==> config.mk <==
export PLATFORM = sky130hd
export DESIGN_NAME = instr_fetch_queue
export DESIGN_NICKNAME = d
export VERILOG_FILES = /design/src/rtl/instr_fetch_queue.sv
export SDC_FILE = /design/constraint.sdc
export NUM_CORES = 1
export LEC_CHECK = 0
export BUFFER_PORTS_ARGS = -buffer_cell sky130_fd_sc_hd__clkbuf_2
export CORE_UTILIZATION = 63
export CTS_CLUSTER_DIAMETER = 200
export DETAILED_ROUTE_END_ITERATION = 10
export HOLD_SLACK_MARGIN = 0.08
export PLACE_DENSITY = 0.85
export SETUP_SLACK_MARGIN = 0.05
export SLEW_MARGIN = 20
export SYNTH_ARGS = -nofsm -noshare
export SYNTH_HDL_FRONTEND = slang
export SYNTH_SLANG_ARGS = --single-unit
==> constraint.sdc <==
create_clock -name CLK -period 17.8 [get_ports CLK]
set_clock_uncertainty 0.05 [all_clocks]
set_input_delay 0.89 -clock CLK [delete_from_list [all_inputs] [get_ports CLK]]
set_output_delay 0.89 -clock CLK [all_outputs]
set_load 0.01 [all_outputs]
==> src/rtl/instr_fetch_queue.sv <==
// rtl/instr_fetch_queue.sv - fetch PC owner with one-outstanding imem request and a prefetch FIFO
module instr_fetch_queue #(
   parameter int          DEPTH    = 4,
   parameter logic [31:0] RESET_PC = 32'h0000_0000
) (
   input  logic        CLK,
   input  logic        RST,
   output logic        imem_req,
   output logic [31:0] imem_addr,
   input  logic        imem_ack,
   input  logic [31:0] imem_rdata,
   output logic        instr_valid,
   output logic [31:0] instr,
   output logic [31:0] instr_pc,
   input  logic        instr_ready,
   input  logic        redir,
   input  logic [31:0] redir_pc
);

   localparam int             PW        = (DEPTH > 1) ? $clog2(DEPTH) : 1;
   localparam logic [PW:0]    CNT_DEPTH = (PW+1)'(DEPTH);
   localparam logic [PW-1:0]  PTR_ONE   = PW'(1);

   typedef enum logic [1:0] {IDLE, BUSY, DROP} fetchState_t;

   fetchState_t   state;
   logic [31:0]   fetchPc;
   logic [31:0]   pcMem    [DEPTH];
   logic [31:0]   instrMem [DEPTH];
   logic [PW-1:0] headPtr;
   logic [PW-1:0] tailPtr;
   logic [PW:0]   count;

   logic          push;
   logic          pop;
   logic [PW:0]   countNext;
   logic          roomNext;
   logic [31:0]   redirPc;
   logic [31:0]   pcPlus4;

   always_comb begin
      pop       = instr_valid && instr_ready;
      push      = (state == BUSY) && imem_ack;
      countNext = count + {{PW{1'b0}}, push} - {{PW{1'b0}}, pop};
      roomNext  = countNext < CNT_DEPTH;
      redirPc   = redir_pc & ~32'h3;
      pcPlus4   = fetchPc + 32'd4;
   end

   assign instr_valid = (count != '0);
   assign instr       = instrMem[headPtr];
   assign instr_pc    = pcMem[headPtr];

   always_ff @(posedge CLK) begin
      if (RST) begin
         state     <= IDLE;
         fetchPc   <= RESET_PC;
         imem_req  <= 1'b0;
         imem_addr <= RESET_PC;
         headPtr   <= '0;
         tailPtr   <= '0;
         count     <= '0;
         for (int i = 0; i < DEPTH; i++) begin
            pcMem[i]    <= '0;
            instrMem[i] <= '0;
         end
      end else if (redir) begin
         // Flush wins over any pop or ack this cycle; an unacked request must still be absorbed.
         headPtr <= '0;
         tailPtr <= '0;
         count   <= '0;
         fetchPc <= redirPc;
         if (state != IDLE && !imem_ack) begin
            state <= DROP;
         end else begin
            state     <= BUSY;
            imem_req  <= 1'b1;
            imem_addr <= redirPc;
         end
      end else begin
         if (push) begin
            pcMem[tailPtr]    <= fetchPc;
            instrMem[tailPtr] <= imem_rdata;
            tailPtr           <= tailPtr + PTR_ONE;
            fetchPc           <= pcPlus4;
         end
         if (pop) begin
            headPtr <= headPtr + PTR_ONE;
         end
         count <= countNext;

         case (state)
            IDLE: begin
               if (roomNext) begin
                  state     <= BUSY;
                  imem_req  <= 1'b1;
                  imem_addr <= fetchPc;
               end
            end
            BUSY: begin
               if (imem_ack) begin
                  if (roomNext) begin
                     imem_addr <= pcPlus4;
                  end else begin
                     state    <= IDLE;
                     imem_req <= 1'b0;
                  end
               end
            end
            DROP: begin
               // Stale word is thrown away; the queue is empty so reissue immediately.
               if (imem_ack) begin
                  state     <= BUSY;
                  imem_addr <= fetchPc;
               end
            end
            default: begin
               state    <= IDLE;
               imem_req <= 1'b0;
            end
         endcase
      end
   end

endmodule

==> run summary <==
Critical path class: reg -> reg
CTS buffer count: 34
Synth Area in Adders: 0.396%
RSZ-0062 raised after global routing: false
Post-synthesis compound-gate area fraction: 5.05%
Area delta synth->final: 14.0%
Comb pwr share: 8.0%
Leading area contributor after synthesis: edfxtp_1
Post-Route WL: 32.3 mm
Status: finished, final reports clean
EDFF count, synth: 248
Worst path max stage delay: 860 ps
Routed len/inst: 20.0 um
Slowest-stage cell, CP: nor2_2
Setup crit start: state[0]$_SDFFE_PP0P_
Switching Fraction: 22.5%
Min cycle time layout: 5160 ps
Most used DFF post-synth: edfxtp_1
Die area: 0.0237 mm^2
Clock Latency Late Sink: 510 ps
PnR Total Power: 0.00171 W
Fin cells: 1614
PostCTS Resize Cnt: 0
Sequential power share: 50.7%
Avg Cell Area, Syn: 12.3 um^2
Max-cap violations: 0
Clk pwr share: 41.3%
Port bufs: 160
Fin Hold WS: 408 ps
Power per cell area: 103 mW/mm^2
Highest clock rate: 194 MHz
Placed insts: 1556
Cells after synthesis: 1186
Tot GR Track Use: 27.9%
Worst hold path type: reg -> reg
Synth Area in Simple Gates: 15.8%
Largest net degree at the start of global routing: 63
Seq cells post-synth: 320
CTS root buffer: clkbuf_16
Crit path arrival time: 5540 ps
Most common cell after layout, fill and taps aside: edfxtp_1
Clock-pin slew on the worst setup and hold paths: 60 ps
First-pass GRT wire length: 50.7 mm
Synth cell types: 63
Post-synthesis mux area share: 10.2%
Worst-path cell chain: nor2b_2 > and2_1 > inv_1 > ha_1 > inv_1 > ha_1 > fa_1 > xor3_1 > o31ai_1 > nor2_2 > o311ai_0 > nand2_1
XOR/XNOR share of the synthesized area: 2.76%
Antenna violations before repair: 0
Main combinational cell family by area after synthesis: simple AND/OR/NAND/NOR gates
Final setup fails: 0
Max Transition Viols Final: 0
Worst vdd ir: 70.0 uV
Worst-Margin Slew: 1070 ps
Share of the yosys chip area belonging to registers: 61.2%
Final nets: 1380
CP Launch Type: register
Detailed Route Iter0 Violations: 838
Slew HR: 28.3%
Mapped cell area: 0.0145 mm^2
Setup TNS: 0 ps
Ant. Diodes: 0
Final hold vios: 0
CTS max path bufs: 3
Vias in the first global route: 9784
Most area-consuming cells after synthesis: edfxtp_1, dfxtp_1, mux4_2
RePlAce Congestion: 0.861
Total gr overflow: 0
Critical-path maximum fanout: 24
Hold-fix buffers at CTS: 0
Die W: 154 um
Post-CTS setup buffers: 0
CTS tree: yes
Ys Warns: 0
Initial Util: 64.2%
Via-to-Cell Ratio: 6.06
Clock Sinks: 320
Internal: 0.00132 W
HPWL Detailed: 18.9 mm
Psw: 0.000385 W
Layout cells sized above 1: 23.2%
I/O pin count: 167
Leakage Power: 6.47 nW
Via count: 9773
CP endpoint kind: register
Ys async rst share: 0%
Synth top area share: 51.2%
Final period utilization: 29.0%
Area of the core: 0.0226 mm^2
Worst r2r src: state[0]$_SDFFE_PP0P_
Final ANT Viol Nets: 0
Die Y: 154 um
H-tree levels: 2
HP Start: imem_addr[5]$_SDFFE_PP0P_
DR pass1 iterations: 5
Most frequent cells in the layout: edfxtp_1, nor2_1, clkbuf_2
Row cnt: 55
DRC viols: 0
Critical Path RT: 18170 ps
## worst max-delay path: cells and delay by family, from the launching register on
kind                       cells  cell delay, ps
buffers and inverters          2             540
xor gates and xnor gates       1             340
DFF                            1             430
adders and majority gates      3            1020
AOI/OAI and AO/OA              2             600
and+or+nand+nor                4            2130
## stage by stage
step                utilization (%)  cell area (um^2)  worst slack [ps]
detailed placement             68.3             15500             12640
finish                         73.1             16600             12640
CTS                            73.1             16600             12710
global placement               68.3             15500             12680
global route                   73.1             16600             12310
floorplan                         -             14500             11080
## cells in the mapped netlist, types with 6 or more instances
library cell,instances
xnor2_1,29
a31oi_1,8
nand4_1,16
and2_1,71
nand2b_1,18
buf_2,21
mux4_2,62
o211ai_1,10
nor2_1,163
edfxtp_1,248
nor3_1,24
o21ai_0,7
a21oi_1,29
xor2_1,14
a211oi_1,10
a21boi_0,6
clkbuf_1,58
nand3_1,17
mux2i_1,8
and4_1,6
o41ai_1,6
dfxtp_1,72
buf_4,8
and3_1,8
inv_1,71
nand2_1,126
## kinds of logic after synthesis
kind of cell	after synthesis
AND/OR/NAND/NOR	477
flip-flops	320
buffers and inverters	164
AO/OA/AOI/OAI	106
multiplexers	70
XOR/XNOR	44
adder cells (fa/ha/maj)	4
other	1
## metal layers
layer  GRT usage, %  vias to the layer above  share of wire, %
met1           37.3                     4735                40
met5              0                        -                 0
met3           4.11                       73               8.6
li1               -                     4446                 -
met4           10.7                        0               2.6
met2           46.6                      519                49
## power by group through the flow
| stage | Combinational [W] | Sequential [W] | Clock, W |
|---|---|---|---|
| floorplan | 0.0000880 | 0.000875 | 0 |
| CTS | 0.000138 | 0.000866 | 0.000711 |
| finish | 0.000138 | 0.000867 | 0.000705 |
| detailed placement | 0.000136 | 0.000881 | 0 |
| global placement | 0.000133 | 0.000879 | 0 |
| global route | 0.000149 | 0.000870 | 0.000739 |
## final timing paths
check                               endpoint  slack (ps)  depth (start not counted)
setup / recovery  imem_addr[12]$_SDFFE_PP0P_       12640                         12
hold / removal     imem_addr[5]$_SDFFE_PP0P_         410                          2
setup reg to reg  imem_addr[12]$_SDFFE_PP0P_       12640                         12
hold reg to reg    imem_addr[5]$_SDFFE_PP0P_         410                          2
## area by class of cell
type / count / area, um^2
clock buffers: 49 / 948
fillers: 1471 / 6080
clock inverters: 9 / 153
repair buffers: 175 / 913
well taps: 285 / 357
inverters: 71 / 267
multi-input cells: 705 / 5030
flip-flops and latches: 320 / 8890
## registers in the layout, summed over array words and instances, names as in the netlist, named ones only
signal     count
tailPtr        2
imem_addr     30
fetchPc       30
state          2
instrMem     128
imem_req       1
pcMem        120
headPtr        2
count          3
No activity file was read; power rests on OpenSTA's default activity.
